$ cat config.mk
export PLATFORM = sky130hd
export DESIGN_NAME = gate_not_probe
export DESIGN_NICKNAME = d
export VERILOG_FILES = /design/src/rtl/gate_not_probe_pkg.sv /design/src/rtl/gate_not_probe_settle_timer.sv /design/src/rtl/gate_not_probe.sv
export SDC_FILE = /design/constraint.sdc
export NUM_CORES = 1
export LEC_CHECK = 0
export CORE_ASPECT_RATIO = 1.25
export CORE_MARGIN = 3
export CORE_UTILIZATION = 45
export DETAILED_ROUTE_END_ITERATION = 8
export MAX_ROUTING_LAYER = met4
export PLACE_DENSITY = 0.76
export SLEW_MARGIN = 10
export SYNTH_ARGS = -nofsm -noshare
export SYNTH_HDL_FRONTEND = slang
export SYNTH_SLANG_ARGS = --single-unit
$ cat constraint.sdc
create_clock -name clk -period 5 [get_ports clk]
set_clock_uncertainty 0.05 [all_clocks]
set_input_delay 1 -clock clk [delete_from_list [all_inputs] [get_ports clk]]
set_output_delay 1 -clock clk [all_outputs]
set_load 0.02 [all_outputs]
$ cat src/rtl/gate_not_probe_pkg.sv
// Shared definitions for the single-input gate probe family.
// State encodings and the idle drive level of the gate input.
package gate_not_probe_pkg;

   typedef enum logic [1:0] {
      ST_IDLE   = 2'd0,
      ST_SETTLE = 2'd1,
      ST_DONE   = 2'd2
   } probe_state_e;

   localparam logic IDLE_DRIVE = 1'b0;

endpackage

$ cat src/rtl/gate_not_probe_settle_timer.sv
// Loadable down-counter with a terminal-count flag (cnt == 1).
// Shared by gate probes to time the settle window of each bit.
module probe_settle_timer #(
   parameter int TW = 2
) (
   input  logic          clk,
   input  logic          rst_n,
   input  logic          load_i,
   input  logic [TW-1:0] load_val_i,
   input  logic          en_i,
   output logic [TW-1:0] cnt_o,
   output logic          tc_o
);

   logic [TW-1:0] cnt_q;
   logic [TW-1:0] cnt_d;

   // Load wins over counting; the count stops at zero.
   always_comb begin
      cnt_d = cnt_q;
      if (load_i) begin
         cnt_d = load_val_i;
      end else if (en_i && (cnt_q != '0)) begin
         cnt_d = cnt_q - 1'b1;
      end
   end

   // Counter register.
   always_ff @(posedge clk or negedge rst_n) begin
      if (!rst_n) begin
         cnt_q <= '0;
      end else begin
         cnt_q <= cnt_d;
      end
   end

   assign cnt_o = cnt_q;
   assign tc_o  = (cnt_q == TW'(1));

endmodule

$ cat src/rtl/gate_not_probe.sv
// Stimulus/response checker for a single-input gate (NOT or buffer).
// Drives one pattern bit per settle window, samples and counts mismatches.
module gate_not_probe
   import gate_not_probe_pkg::*;
#(
   parameter int PATTERN_LEN   = 8,
   parameter int SETTLE_CYCLES = 2,
   parameter int CNT_W         = 8,
   parameter int IDX_W         = (PATTERN_LEN > 1) ? $clog2(PATTERN_LEN) : 1
) (
   input  logic                   clk,
   input  logic                   rst_n,
   input  logic                   start,
   input  logic [PATTERN_LEN-1:0] pattern,
   input  logic                   invert_expect,
   input  logic                   dut_out,
   output logic                   dut_inp,
   output logic                   busy,
   output logic                   done,
   output logic                   pass,
   output logic [CNT_W-1:0]       err_count,
   output logic [IDX_W-1:0]       first_err_idx,
   output logic                   err_valid
);

   localparam int TW = (SETTLE_CYCLES > 1) ? $clog2(SETTLE_CYCLES + 1) : 1;
   localparam logic [TW-1:0]    SETTLE_LD = TW'(SETTLE_CYCLES);
   localparam logic [IDX_W-1:0] LAST_IDX  = IDX_W'(PATTERN_LEN - 1);
   localparam logic [CNT_W-1:0] ERR_MAX   = {CNT_W{1'b1}};

   probe_state_e           state_q;
   logic [PATTERN_LEN-1:0] pattern_q;
   logic                   inv_q;
   logic [IDX_W-1:0]       idx_q;
   logic                   dut_inp_q;
   logic                   done_q;
   logic                   pass_q;
   logic [CNT_W-1:0]       err_q;
   logic [IDX_W-1:0]       first_q;
   logic                   ev_q;

   logic                   accept;
   logic                   last_bit;
   logic                   exp_bit;
   logic                   mis;
   logic [CNT_W-1:0]       err_inc;
   logic [IDX_W-1:0]       idx_nxt;
   logic                   tmr_load;
   logic                   tmr_en;
   logic                   tc;
   logic [TW-1:0]          tmr_cnt;

   // Sample decode: expected response, mismatch and saturated error count.
   always_comb begin
      accept   = (state_q == ST_IDLE) && start;
      last_bit = (idx_q == LAST_IDX);
      idx_nxt  = idx_q + 1'b1;
      exp_bit  = pattern_q[idx_q] ^ inv_q;
      // X/Z on the gate output must count as a failure.
      mis      = (dut_out !== exp_bit);
      err_inc  = (err_q == ERR_MAX) ? err_q : err_q + 1'b1;
      tmr_en   = (state_q == ST_SETTLE);
      tmr_load = accept || (tmr_en && tc && !last_bit);
   end

   probe_settle_timer #(
      .TW(TW)
   ) u_timer (
      .clk        (clk),
      .rst_n      (rst_n),
      .load_i     (tmr_load),
      .load_val_i (SETTLE_LD),
      .en_i       (tmr_en),
      .cnt_o      (tmr_cnt),
      .tc_o       (tc)
   );

   // Run control, gate drive and error accounting.
   always_ff @(posedge clk or negedge rst_n) begin
      if (!rst_n) begin
         state_q   <= ST_IDLE;
         pattern_q <= '0;
         inv_q     <= 1'b0;
         idx_q     <= '0;
         dut_inp_q <= IDLE_DRIVE;
         done_q    <= 1'b0;
         pass_q    <= 1'b0;
         err_q     <= '0;
         first_q   <= '0;
         ev_q      <= 1'b0;
      end else begin
         done_q <= 1'b0;
         case (state_q)
            ST_IDLE: begin
               if (start) begin
                  pattern_q <= pattern;
                  inv_q     <= invert_expect;
                  idx_q     <= '0;
                  dut_inp_q <= pattern[0];
                  err_q     <= '0;
                  first_q   <= '0;
                  ev_q      <= 1'b0;
                  pass_q    <= 1'b0;
                  state_q   <= ST_SETTLE;
               end
            end
            ST_SETTLE: begin
               if (tc) begin
                  if (mis) begin
                     err_q <= err_inc;
                     if (!ev_q) begin
                        first_q <= idx_q;
                        ev_q    <= 1'b1;
                     end
                  end
                  if (last_bit) begin
                     // Final bit's result is folded into pass here.
                     pass_q  <= !mis && (err_q == '0);
                     done_q  <= 1'b1;
                     state_q <= ST_DONE;
                  end else begin
                     idx_q     <= idx_nxt;
                     dut_inp_q <= pattern_q[idx_nxt];
                  end
               end
            end
            ST_DONE: begin
               dut_inp_q <= IDLE_DRIVE;
               state_q   <= ST_IDLE;
            end
            default: begin
               state_q <= ST_IDLE;
            end
         endcase
      end
   end

   assign dut_inp       = dut_inp_q;
   assign busy          = (state_q == ST_SETTLE);
   assign done          = done_q;
   assign pass          = pass_q;
   assign err_count     = err_q;
   assign first_err_idx = first_q;
   assign err_valid     = ev_q;

endmodule

### After elaboration in Yosys (flattened, before gate mapping)

Cells that the tools add are included.

| storage, ports and cells | value |
|---|---|
| bits of input ports | 13 |
| flip-flop bits (word level) | 31 |
| output and inout bits | 16 |

| cells by class | value |
|---|---|
| muxes and demuxes | 37 |
| add/sub/neg operators | 3 |
| bitwise gates (word level) | 1 |
| reduce and logical (&&, ||, !) cells | 22 |
| equal/unequal tests | 13 |
| magnitude comparators | 2 |

Operator list:

| operator | number |
|---|---|
| 8-bit two-way mux | 4 |
| 3-bit two-way mux | 6 |
| 8-bit one-hot mux with 2 select lines | 1 |
| 4-bit AND reduction | 4 |
| 2-bit != test, second input constant | 7 |
| 1-bit two-way mux | 13 |
| 3-bit one-hot mux with 2 select lines | 2 |
| 2-bit two-way mux | 5 |
| 5-bit AND reduction | 2 |
| 8-bit by 1-bit adder with 8-bit output, second input constant | 1 |
| 8-bit equality test, second input constant | 1 |
| 8-bit logical NOT | 1 |
| 3-bit by 4-bit less-than comparator with 1-bit output, second input constant | 2 |
| 1-bit binary-select mux with 3-bit select | 2 |
| 2-bit nonzero test | 3 |
| 1-bit logical AND | 5 |
| 2-bit by 1-bit equality test with 1-bit output, second input constant | 2 |
| 1-bit one-hot mux with 2 select lines | 2 |
| 2-bit one-hot mux with 2 select lines | 1 |
| 3-bit by 1-bit adder with 3-bit output, second input constant | 1 |
| 3-bit equality test, second input constant | 1 |
| 1-bit one-hot mux with 3 select lines | 1 |
| 3-bit AND reduction | 1 |
| 3-bit nonzero test | 1 |
| other kinds (8) | 9 |

### Longest topological paths before layout

| depth | value |
|---|---|
| depth in word-level cells | 9 |
| mapped depth | 9 |
| depth with buffers taken out | 7 |

### Cells and area by module

From an unflattened synthesis, not the netlist that was laid out.

| unflattened totals | value |
|---|---|
| cell total of the unflattened synthesis | 177 |
| area, all modules | 1788.0 µm² |

By module, submodules not included:

| module | seq. area each (µm²) | area each (µm²) | times used | cells an instance |
|---|---|---|---|---|
| gate_not_probe | 725.7 | 1649.1 | 1 | 163 |
| probe_settle_timer | 50.0 | 138.9 | 1 | 14 |

### Worst setup path after synthesis

No wires, ideal clock.

| path | value |
|---|---|
| path kind | input port to flip-flop |
| start | in dut_out |
| end | reg err_q[7] (netlist: err_count[7]) |
| data required time | 4826 ps |
| buffers on the path | 1 |
| setup time | 124 ps |
| stages | 6 |
| data arrival time | 2241 ps |
| setup slack | 2585 ps |
| cells stage by stage | xor2_1 a2111oi_0 nand3_1 and3_4 buf_6 a211o_1 |

| between the ends | value |
|---|---|
| cells in the longest elaborated chain, start to end | 3 |

RTL lines:

| item | RTL line | RTL |
|---|---|---|
| start: declaration | gate_not_probe.sv:16 | `input logic dut_out,` |
| 1-bit !== test | gate_not_probe.sv:60 | `mis = (dut_out !== exp_bit);` |
| 2-bit != test (no line) | -- |  |
| 5-bit AND reduction (no line) | -- |  |
| end signal: assignment | gate_not_probe.sv:110 | `err_q <= err_inc;` |
| end: declaration | gate_not_probe.sv:38 | `logic [CNT_W-1:0] err_q;` |

Every way passes these cells.
A chain may end at the register's enable or synchronous reset.

### Worst setup path after layout

| path | value |
|---|---|
| start | reg state_q[1] |
| end | out busy |

| between the ends | value |
|---|---|
| cells in the longest elaborated chain, start to end | 1 |

RTL lines:

| item | RTL line | RTL |
|---|---|---|
| start: declaration | gate_not_probe.sv:31 | `probe_state_e state_q;` |
| start signal: assignment | gate_not_probe.sv:81 | `state_q <= ST_IDLE;` |
| start signal: assignment | gate_not_probe.sv:104 | `state_q <= ST_SETTLE;` |
| start signal: assignment | gate_not_probe.sv:120 | `state_q <= ST_DONE;` |
| 2-bit by 1-bit equality test with 1-bit output | gate_not_probe.sv:139 | `assign busy = (state_q == ST_SETTLE);` |
| end: declaration | gate_not_probe.sv:18 | `output logic busy,` |

Every way passes these cells.

==> flow_summary.json <==
{
  "cts_resized": 0,
  "ir_drop_v": 0.000344,
  "synth_edf_count": 0,
  "drive_above_1_share_pct": 14.8,
  "ys_seq_area_share_pct": 40.4,
  "instances_no_fill": 270,
  "cts-htree-levels": 2,
  "grt_util_met3_pct": 3.82,
  "viasPerCell": 5.66,
  "drtIter0Drc": 154,
  "cts_root_buffer": "clkbuf_8",
  "fill_cells": 369,
  "wirelength_mm": 3.97,
  "grt.busiest_layer": "met2",
  "gp_routability_congestion": 0.890,
  "initial_core_util_pct": 48.7,
  "crit_fanout": 17,
  "syn_avg_cell_area_um2": 10.3,
  "leakagePower_nw": 1.04,
  "postCtsHoldBufs": 0,
  "slew_headroom_pct": 61.9,
  "core-area_um2": 3940,
  "wl_per_cell_um": 14.7,
  "io_buffers": 28,
  "finalMaxSlewViolations": 0,
  "die_w_um": 64.4,
  "async_reset_ff_share_pct": 100,
  "fin_crit_sh_pct": 61.1,
  "dp.cells": 264,
  "tightest_slew_ps": 571,
  "num_vias": 1527,
  "grt_overflow_total": 0,
  "syn_to_final_growth_pct": 20.3,
  "row_count": 25,
  "fin_setup_tns_ps": 0,
  "cp.arrival_ps": 2000,
  "clk_path_buf_depth": 2,
  "rsz0062_at_grt": "no",
  "powerDensity_nw_per_um2": 529,
  "cp.required_ps": 3950,
  "fin_crit_ps": 3050,
  "synth_warnings": 0,
  "clk_latency_ps": 280,
  "synth_area_um2": 1920,
  "crit_path_start_kind": "flip-flop",
  "seqCellArea_um2": 776,
  "use_met2_pct": 33.2,
  "ant_nets": 0,
  "ys_types": 50,
  "finalHoldViolCount": 0,
  "fp.dieArea_um2": 5090,
  "grt_util_met1_pct": 19.3,
  "grt_max_degree": 32,
  "synth_top_flop_cell": "dfrtp_1",
  "grtUsageTotal_pct": 18.5,
  "syn_nets": 209,
  "first_global_vias": 1598,
  "fin_nets": 239,
  "maxCapViolations": 0,
  "clock-sinks": 31,
  "first_pass_iters": 4,
  "dp_hpwl_mm": 2.93,
  "cts_setup_buffers": 0,
  "antenna_found_initial": 0,
  "critPathKind": "flip-flop to primary output",
  "end_kind": "primary output",
  "die_h_um": 79.0,
  "status": "finished, final reports clean",
  "final_util_pct": 58.5,
  "cts_tree": "built",
  "multi_input_area_um2": 1050,
  "io_pins": 29,
  "grt_pass1_wl_mm": 7.11,
  "finalSetupViolCount": 0,
  "cts-buffers-inserted": 5,
  "n_antenna_cell": 0,
  "ys_seq_elements": 31,
  "path_clk_slew_ps": 60,
  "synthCells": 187,
  "hold_class": "flip-flop to flip-flop",
  "max_freq_mhz": 328,
  "drc_errors": 0
}
## worst paths after layout
kind | to | depth (start not counted) | slack (ps) | start
worst max-delay path | busy | 3 | 1950 | state_q[1]
worst min-delay path | first_err_idx[0] | 2 | 470 | first_err_idx[0]
worst max register to register | err_count[4] | 7 | 2480 | state_q[1]
worst min register to register | first_err_idx[0] | 2 | 470 | first_err_idx[0]
max in group asynchronous | err_valid | 2 | 3540 | rst_n
min in group asynchronous | u_timer.cnt_o[0] | 2 | 1060 | rst_n
## routing by layer
layer,vias to the layer above,wire length [µm]
met5,-,0
met1,728,1660
li1,756,-
met3,5,158
met2,38,2080
met4,0,70
## kinds of logic (layout without fill, tap and decap cells)
logic type,Yosys count,in the layout,share of synthesized area [%]
AO/OA/AOI/OAI,49,49,18.6
XOR/XNOR,2,2,0.913
adder cells (fa/ha/maj),9,9,5.87
buffers and inverters,19,48,4.57
flip-flops,31,31,40.4
multiplexers,19,19,12.7
AND/OR/NAND/NOR,58,58,17.0
## synth_stat cells, drive strengths merged, types with 2 or more instances
library cell / n / area [µm²]
dfrtp: 31 / 776
nand2: 14 / 52.6
mux2: 13 / 150
o21ai: 13 / 65.1
inv: 12 / 45.0
a21oi: 9 / 48.8
ha: 9 / 113
and3: 8 / 56.3
nor2: 8 / 30.0
nand3: 6 / 30.0
nor2b: 6 / 45.0
o311ai: 5 / 43.8
a2bb2oi: 4 / 41.3
mux2i: 4 / 40.0
buf: 3 / 27.5
clkbuf: 3 / 11.3
nand2b: 3 / 18.8
nand4: 3 / 18.8
nor3: 3 / 15.0
a2111oi: 2 / 17.5
a22o: 2 / 17.5
a22oi: 2 / 28.8
a31oi: 2 / 12.5
and2b: 2 / 17.5
and4: 2 / 21.3
mux4: 2 / 52.6
o211ai: 2 / 15.0
## cell type report
| cell class | instances | share of cell area [%] |
|---|---|---|
| clock buffer | 6 | 3.15 |
| inverter | 13 | 2.11 |
| multi-input combinational | 137 | 45.7 |
| sequential | 31 | 33.6 |
| tap | 54 | 2.93 |
| timing repair buffer | 29 | 12.5 |
## cell usage in the layout (no fill, tap or decap), drive strengths merged, types with 4 or more instances in the layout
cell            n
dfrtp          31
clkdlybuf4s50  28
nand2          14
o21ai          13
mux2           13
inv            12
ha              9
a21oi           9
nor2            8
and3            8
nand3           6
nor2b           6
clkbuf          6
o311ai          5
mux2i           4
a2bb2oi         4
## power breakdown
| part | switching, mW | total, mW | leakage (nW) | internal [mW] |
|---|---|---|---|---|
| Sequential | 0.0994 | 0.442 | 0.392 | 0.342 |
| Clock | 0.0833 | 0.176 | 0.0371 | 0.0925 |
| Combinational | 0.309 | 0.603 | 0.610 | 0.294 |
## metrics by stage
step	cell area, µm²	setup WS [ps]	hold WS (ps)	total power, mW
3_5_place_dp	2230	2060	462	1.05
3_3_place_gp	2230	2110	457	1.04
4_1_cts	2310	1930	476	1.24
5_1_grt	2310	1870	496	1.32
2_1_floorplan	1920	2590	443	0.862
6_report	2310	1950	466	1.22
## critical path, stage by stage, from the launching register on
cell and delay, ps:
dfrtp_1 400, inv_1 90, ha_1 520, clkdlybuf4s50_1 720
## registers in the layout, indices dropped and copies added, names as in the netlist
register / count
done: 1
dut_inp: 1
err_count: 8
err_valid: 1
first_err_idx: 3
idx_q: 3
inv_q: 1
pass: 1
pattern_q: 8
state_q: 2
u_timer.cnt_o: 2
No activity file was read; power rests on OpenSTA's default activity.
